**src/rtl/sdf_pkg.sv**
```systemverilog
// Shared definitions for the SDF butterfly stage: width helpers and a complex sample type.
// SDF_SCALE_EN selects halved (WIDTH-bit) outputs instead of WIDTH+1-bit outputs.
package sdf_pkg;

    localparam int SDF_MAX_W = 32;

    function automatic int sdf_clog2(input int v);
        int r;
        r = 0;
        while ((1 << r) < v) r++;
        return r;
    endfunction

    function automatic int sdf_ow(input int width);
`ifdef SDF_SCALE_EN
        return width;
`else
        return width + 1;
`endif
    endfunction

    typedef struct packed {
        logic signed [SDF_MAX_W-1:0] re;
        logic signed [SDF_MAX_W-1:0] im;
    } cplx_t;

endpackage

```
**src/rtl/sdf_delay_line.sv**
```systemverilog
// Complex-sample shift register; dout is the oldest entry (the head).
module sdf_delay_line
    import sdf_pkg::*;
#(
    parameter int DEPTH = 16,
    parameter int W     = 9
) (
    input  logic              clk,
    input  logic              rst,
    input  logic              shift,
    input  logic [1:0][W-1:0] din,
    output logic [1:0][W-1:0] dout
);
    logic [DEPTH-1:0][1:0][W-1:0] sr;

    always_ff @(posedge clk or posedge rst) begin
        if (rst) begin
            sr <= '0;
        end else if (shift) begin
            for (int i = DEPTH - 1; i > 0; i--) sr[i] <= sr[i-1];
            sr[0] <= din;
        end
    end

    assign dout = sr[DEPTH-1];

endmodule

```
**src/rtl/sdf_bf2_stage.sv**
```systemverilog
// Radix-2 single-path delay-feedback butterfly stage with self-flush of the last frame.
// Define SDF_SCALE_EN to halve sum/difference and keep outputs at WIDTH bits.
module sdf_bf2_stage
    import sdf_pkg::*;
#(
    parameter  int WIDTH = 8,
    parameter  int DELAY = 16,
    localparam int OW    = sdf_ow(WIDTH)
) (
    input  logic                    clk,
    input  logic                    rst,
    input  logic                    enable_in,
    input  logic signed [WIDTH-1:0] in_re,
    input  logic signed [WIDTH-1:0] in_im,
    output logic                    ready,
    output logic                    enable_out,
    output logic signed [OW-1:0]    out_re,
    output logic signed [OW-1:0]    out_im,
    output logic                    overrun
);
    localparam int CW = sdf_clog2(2 * DELAY);
    localparam int SW = WIDTH + 1;
    localparam logic [CW-1:0] LAST_P0 = CW'(DELAY - 1);
    localparam logic [CW-1:0] LAST_P1 = CW'(2 * DELAY - 1);

    logic [CW-1:0]          cnt;
    logic                   pend;
    logic                   flushing;
    logic                   advance;
    logic                   phase;
    logic [1:0][WIDTH-1:0]  x;
    logic [1:0][OW-1:0]     head;
    logic [1:0][OW-1:0]     din;
    logic [1:0][OW-1:0]     res;

    assign x       = {in_im, in_re};
    assign phase   = cnt[CW-1];
    assign ready   = ~flushing;
    assign advance = (enable_in & ready) | flushing;

    for (genvar r = 0; r < 2; r++) begin : g_rail
        logic signed [SW-1:0] d_ext;
        logic signed [SW-1:0] x_ext;
        logic [OW-1:0]        sum;
        logic [OW-1:0]        diff;

        assign d_ext = SW'(signed'(head[r]));
        assign x_ext = SW'(signed'(x[r]));
`ifdef SDF_SCALE_EN
        // Full-precision result, then floor-divide by two.
        assign sum  = OW'((d_ext + x_ext) >>> 1);
        assign diff = OW'((d_ext - x_ext) >>> 1);
`else
        assign sum  = OW'(d_ext + x_ext);
        assign diff = OW'(d_ext - x_ext);
`endif
        assign din[r] = phase ? diff : (flushing ? '0 : OW'(x_ext));
        assign res[r] = phase ? sum : head[r];
    end

    sdf_delay_line #(
        .DEPTH(DELAY),
        .W    (OW)
    ) u_delay (
        .clk  (clk),
        .rst  (rst),
        .shift(advance),
        .din  (din),
        .dout (head)
    );

    always_ff @(posedge clk or posedge rst) begin
        if (rst) begin
            cnt        <= '0;
            pend       <= 1'b0;
            flushing   <= 1'b0;
            overrun    <= 1'b0;
            enable_out <= 1'b0;
            out_re     <= '0;
            out_im     <= '0;
        end else begin
            enable_out <= 1'b0;
            if (enable_in && flushing) overrun <= 1'b1;
            if (!flushing && pend && cnt == '0 && !enable_in) flushing <= 1'b1;
            if (advance) begin
                // A finished flush rewinds to frame start so the next input is sample 0.
                cnt <= (flushing && cnt == LAST_P0) ? '0 : cnt + CW'(1);
                if (phase || pend) begin
                    enable_out <= 1'b1;
                    out_re     <= res[0];
                    out_im     <= res[1];
                end
                if (cnt == LAST_P1) pend <= 1'b1;
                if (cnt == LAST_P0) begin
                    pend     <= 1'b0;
                    flushing <= 1'b0;
                end
            end
        end
    end

endmodule

```
**config.mk**
```make
export PLATFORM = sky130hd
export DESIGN_NAME = sdf_bf2_stage
export DESIGN_NICKNAME = d
export VERILOG_FILES = /design/src/rtl/sdf_pkg.sv /design/src/rtl/sdf_delay_line.sv /design/src/rtl/sdf_bf2_stage.sv
export SDC_FILE = /design/constraint.sdc
export NUM_CORES = 1
export LEC_CHECK = 0
export CAP_MARGIN = 20
export CORE_ASPECT_RATIO = 1.1
export CORE_UTILIZATION = 35
export CTS_CLUSTER_DIAMETER = 50
export DETAILED_ROUTE_END_ITERATION = 6
export GPL_ROUTABILITY_DRIVEN = 0
export MAX_ROUTING_LAYER = met4
export PLACE_DENSITY = 0.57
export SLEW_MARGIN = 10
export SYNTH_ARGS = -nofsm -noshare
export SYNTH_HDL_FRONTEND = slang
export SYNTH_SLANG_ARGS = --single-unit
```
**constraint.sdc**
```tcl
create_clock -name clk -period 17.2 [get_ports clk]
set_clock_uncertainty 0.1 [all_clocks]
set_input_delay 4.3 -clock clk [delete_from_list [all_inputs] [get_ports clk]]
set_output_delay 4.3 -clock clk [all_outputs]
set_load 0.005 [all_outputs]
```
==> reports/results.ini, run 1 <==
[timing]
setup_viol = 0
slew_headroom_pct = 30.44
slew_violations = 0
setup_tns_ns = 0
max_freq_ghz = 0.1352
worstMarginPinSlew_ns = 1.043
setup_ws_ns = 9.804
post-route-period-util_pct = 43.00
period_minus_slack_ns = 7.396
final_hold_viol_count = 0
rsz0062_at_grt = no
hold_ws_ns = 0.3520

[floorplan]
floorplan.initialDensity_pct = 35.42
rows = 75
die_x_microns = 189.2
dieHeight_microns = 207.9
num_io_pins = 40
core_sq_um = 38100
die_area_sq_um = 39350

[setup_path]
rrSetupSlack_ns = 14.18
cp.buffers_inverters = 3
startpoint_type = input pin
path_max_fanout = 103
slowest_delay_ns = 0.93
worstSetupStartpoint = enable_in
reg2reg_from = flushing
cp_top_family = buffers and inverters
path_class = input pin to flop
cp.required_ns = 17.56
cp_slowest_cell = clkdlybuf4s50_1
worstPathArrival_ns = 7.75
crit_chain = clkdlybuf4s50_1 > nor2_4 > buf_4 > buf_4 > nand2_1 > nand2_1
setup.worst_path.end_class = flop

[grt]
grt_usage_pct = 14.49
grt_pass1_wl_microns = 46250
grt_pass1_vias = 9438
grt_max_degree = 136
antenna_found_initial = 0
overflow = 0

[cts]
clock_path_buffers = 3
cts-root-buf = clkbuf_16
clock_sinks = 315
cts_buffers = 38
cts_setup_buffers = 0
cts_hold_buf = 0
cts_tree = yes
cts.clk_slew.worst_paths_ns = 0.06
cts_resized = 0
htreeDepth = 2
clk_latency_ns = 0.54

[route]
vias = 9699
vias_per_cell = 4.638
drtAntennaViolNets = 0
post-route-drc-count = 0
drtIter0Drc = 697
post_drt_wl_per_cell_microns = 12.74
dr.pass1.iters = 5
wirelength_microns = 26640

[pwr]
p_leak_uw = 0.008208
p_seq_share_pct = 45.3
power.share.clock_pct = 34.3
comb_power_share_pct = 20.4
p_switching_uw = 741.6
power_density_nw_per_um2 = 155.2
swShare_pct = 30.46
intPower_uw = 1693
irDropWorstVdd_v = 0.00008465

[final_layout]
finish.utilization_pct = 41.17
layout.nets = 1619
syn_to_final_growth_pct = 16.22
layout_common_cells = nand2_1, dfrtp_1, o21ai_0
antennaDiodeCount = 0
fillers = 3772
finalInstanceArea_sq_um = 15690
drive_above_1_share_pct = 5.657
layout_commonest_cell = nand2_1

[run_status]
outcome = complete, no violations

[synthesis]
syn_area_per_cell_sq_um = 8.707
async_flop_share_pct = 100.0
synthFlopType = dfrtp_1
ys_warn_count = 0
synth_area_sq_um = 13500
synth_cell_types = 54
synthCells = 1550
syn_nets = 1607
synth_edf_count = 0
ys_seq_area_share_pct = 58.41
ys_ff_latch = 315

[job]
maxCapViolations = 0

[placement]
portBuffers = 39
dpl_cell_area_sq_um = 14310
dp_slack_ns = 9.188
hpwl_microns = 15510

[worst_hold_path]
hold_class = flop to flop
min-delay-start = u_delay.sr[228]

cells in the mapped netlist (4+ instances only):
cell type	count	area (sq um)
nor3b_1	6	45.04
clkbuf_1	72	270.3
nor3_1	4	20.02
fa_1	4	80.08
nand2_1	830	3115
nor2b_1	14	87.58
nor2_1	29	108.9
ha_1	34	425.4
o21ai_0	44	220.2
o22ai_1	8	50.05
xnor2_1	21	183.9
dfrtp_1	315	7883
mux2i_1	5	50.05
or3_1	4	25.02
a21oi_1	42	210.2
o21a_1	5	37.54
nand3b_1	4	30.03
nand4_1	4	25.02
inv_1	44	165.2
o31ai_1	4	30.03
o21bai_1	4	30.03
layer usage:
layer	track usage [%]	up-vias	part of all wire, %
li1	-	4865	-
met5	-	-	0
met3	2.699	43	3.6
met1	19.92	4660	50
met2	21.88	131	45
met4	4.004	0	1.8
logic make-up (layout without fill, tap and decap cells):
family / Yosys count / in the layout / share of synthesized area (%)
AND/OR/NAND/NOR: 910 / 910 / 26.38
multiplexers: 7 / 7 / 0.5377
flip-flops: 315 / 315 / 58.41
AO/OA/AOI/OAI: 133 / 133 / 5.934
XOR/XNOR: 23 / 23 / 1.493
adder cells (fa/ha/maj): 38 / 38 / 3.746
buffers and inverters: 124 / 165 / 3.505
flip-flops by register name (all words and copies together), names as in the netlist:
| signal | flops |
|---|---|
| u_delay.sr | 270 |
| u_delay.dout | 18 |
| out_im | 9 |
| out_re | 9 |
| cnt | 5 |
| enable_out | 1 |
| flushing | 1 |
| overrun | 1 |
| pend | 1 |
final timing paths:
kind,to,depth (start not counted)
hold / removal,u_delay.sr[246],2
hold reg to reg,u_delay.sr[246],2
max in group asynchronous,u_delay.dout[15],4
setup reg to reg,u_delay.sr[210],6
setup / recovery,u_delay.sr[210],6
min in group asynchronous,u_delay.sr[121],2
power by group through the flow:
stage | Combinational [uW] | Sequential [uW] | Clock [uW]
floorplan | 372 | 1080 | 0
global placement | 488 | 1110 | 0
detailed placement | 501 | 1110 | 0
CTS | 504 | 1100 | 862
global route | 581 | 1130 | 888
finish | 496 | 1100 | 836
worst reg2reg max path, stage by stage, from the launching register on:
cell	delay, ns
dfrtp_1	0.35
buf_4	0.22
nor2_4	0.57
buf_4	0.56
buf_4	0.86
nand2_1	0.21
nand2_1	0.09
stage by stage:
| step | power, uW | cells |
|---|---|---|
| 2_1_floorplan | 1451 | 1550 |
| 6_report | 2435 | 2091 |
| 4_1_cts | 2471 | 2090 |
| 5_1_grt | 2604 | 2091 |
| 3_3_place_gp | 1600 | 2021 |
| 3_5_place_dp | 1616 | 2021 |
final cells by class:
class | instances | area [sq um] | area share, %
timing repair buffer | 51 | 500.5 | 3.191
sequential | 315 | 7883 | 50.26
clock inverter | 15 | 206.4 | 1.316
inverter | 45 | 177.7 | 1.133
multi-input combinational | 1111 | 5150 | 32.83
tap | 500 | 625.6 | 3.989
clock buffer | 54 | 1142 | 7.283
Note: power is estimated with default switching activity, not from simulation.
==> run 2: changes to the inputs <==
clock period = 6.95 ns   (was 17.2 ns; I/O delays follow)
==> reports/results.ini, run 2 (synthesized netlist as in run 1, its figures left out) <==
[timing]
max_freq_ghz = 0.2453
setup_ws_ns = 2.874
setup_viol = 0
final_hold_viol_count = 0
hold_ws_ns = 0.3595
rsz0062_at_grt = no
period_minus_slack_ns = 4.076
post-route-period-util_pct = 58.65
setup_tns_ns = 0
worstMarginPinSlew_ns = 1.034
slew_violations = 0
slew_headroom_pct = 31.05

[floorplan]
core_sq_um = 38100
dieHeight_microns = 207.9
die_x_microns = 189.2
die_area_sq_um = 39350
rows = 75
num_io_pins = 40
floorplan.initialDensity_pct = 35.42

[worst_hold_path]
hold_class = flop to flop

[placement]
dpl_cell_area_sq_um = 14350
hpwl_microns = 15730
portBuffers = 39
dp_slack_ns = 2.316

[grt]
grt_pass1_wl_microns = 45380
antenna_found_initial = 0
grt_max_degree = 187
grt_usage_pct = 14.29
overflow = 0
grt_pass1_vias = 9107

[cts]
clock_path_buffers = 3
clk_latency_ns = 0.53
cts_resized = 0
cts_tree = yes
htreeDepth = 2
cts-root-buf = clkbuf_16
cts.clk_slew.worst_paths_ns = 0.06
clock_sinks = 315
cts_hold_buf = 0
cts_setup_buffers = 0
cts_buffers = 35

[route]
drtAntennaViolNets = 0
wirelength_microns = 26670
drtIter0Drc = 644
post-route-drc-count = 0
vias_per_cell = 4.619
dr.pass1.iters = 5
vias = 9626
post_drt_wl_per_cell_microns = 12.80

[setup_path]
path_max_fanout = 103
crit_chain = clkdlybuf4s50_1 > buf_4 > or2_4 > buf_4 > nand2_1 > nand2_1
path_class = input pin to flop
setup.worst_path.end_class = flop
cp_slowest_cell = buf_4
cp_top_family = buffers and inverters
worstPathArrival_ns = 4.43
slowest_delay_ns = 0.89
cp.required_ns = 7.30
startpoint_type = input pin
cp.buffers_inverters = 3

[final_layout]
regMostFlops = u_delay.sr
finalInstanceArea_sq_um = 15520
regArea_sq_um = 7883
fillers = 3806
finish.utilization_pct = 40.73
layout.nets = 1616
layout_commonest_cell = nand2_1
drive_above_1_share_pct = 4.861
syn_to_final_growth_pct = 14.98
layout_common_cells = nand2_1, dfrtp_1, o21ai_0
multi_input_area_sq_um = 5150
antennaDiodeCount = 0
largest_register_ffs = 270

[job]
maxCapViolations = 0

[pwr]
power.share.clock_pct = 32.0
p_leak_uw = 0.008123
p_switching_uw = 1799
intPower_uw = 4041
power_density_nw_per_um2 = 376.4
p_seq_share_pct = 47.1
swShare_pct = 30.80
irDropWorstVdd_v = 0.0002148
comb_power_share_pct = 21.0

[run_status]
outcome = complete, no violations

[run 2: cell types whose count changed in the layout (fill, tap and decap cells not counted), moves of 2 or more]
| cell | previous run | this run |
|---|---|---|
| clkbuf_8 | 11 | 8 |
| clkbuf_1 | 4 | 10 |
| clkinv_4 | 3 | 0 |
| buf_12 | 0 | 3 |
| buf_4 | 11 | 9 |
| clkbuf_16 | 39 | 36 |
[run 2: layer usage]
metal | global-route usage [%] | vias to the layer above | share of wire, %
li1 | - | 4848 | -
met3 | 2.547 | 40 | 3.6
met5 | - | - | 0
met4 | 4.922 | 0 | 2.1
met2 | 20.75 | 132 | 44
met1 | 20.06 | 4606 | 50
[run 2: worst register-to-register path, cell delays in order, from the launching register on]
cell and delay [ns]:
dfrtp_1 0.34, buf_4 0.28, or2_4 0.75, buf_4 0.90, nand2_1 0.18, nand2_1 0.11
[run 2: metrics by stage]
stage | total power [uW] | cells
2_1_floorplan | 3592 | 1550
3_3_place_gp | 3976 | 2022
3_5_place_dp | 4020 | 2022
4_1_cts | 5925 | 2084
5_1_grt | 6240 | 2084
6_report | 5840 | 2084
[run 2: area by class of cell]
type / count / share of cell area, %
clock buffers: 54 / 6.757
inverters: 45 / 1.121
multi-input cells: 1111 / 33.19
clock inverters: 8 / 0.7660
repair buffers: 51 / 3.338
flip-flops and latches: 315 / 50.80
well taps: 500 / 4.032
[run 2: worst paths after layout]
| kind | end | cells after the start | slack [ns] | start |
|---|---|---|---|---|
| worst max-delay path | u_delay.sr[269] | 6 | 2.87 | enable_in |
| worst min-delay path | u_delay.sr[139] | 2 | 0.36 | u_delay.sr[121] |
| worst max register to register | u_delay.sr[269] | 5 | 4.23 | flushing |
| worst min register to register | u_delay.sr[139] | 2 | 0.36 | u_delay.sr[121] |
| max in group asynchronous | u_delay.sr[146] | 3 | 3.95 | rst |
| min in group asynchronous | u_delay.sr[80] | 2 | 1.47 | rst |
[run 2: power by group through the flow]
| stage | combinational [uW] | sequential (uW) | clock, uW |
|---|---|---|---|
| after floorplan | 922 | 2670 | 0 |
| after global placement | 1210 | 2770 | 0 |
| after detailed placement | 1240 | 2780 | 0 |
| after CTS | 1250 | 2750 | 1930 |
| after global routing | 1430 | 2820 | 1990 |
| final | 1230 | 2750 | 1870 |
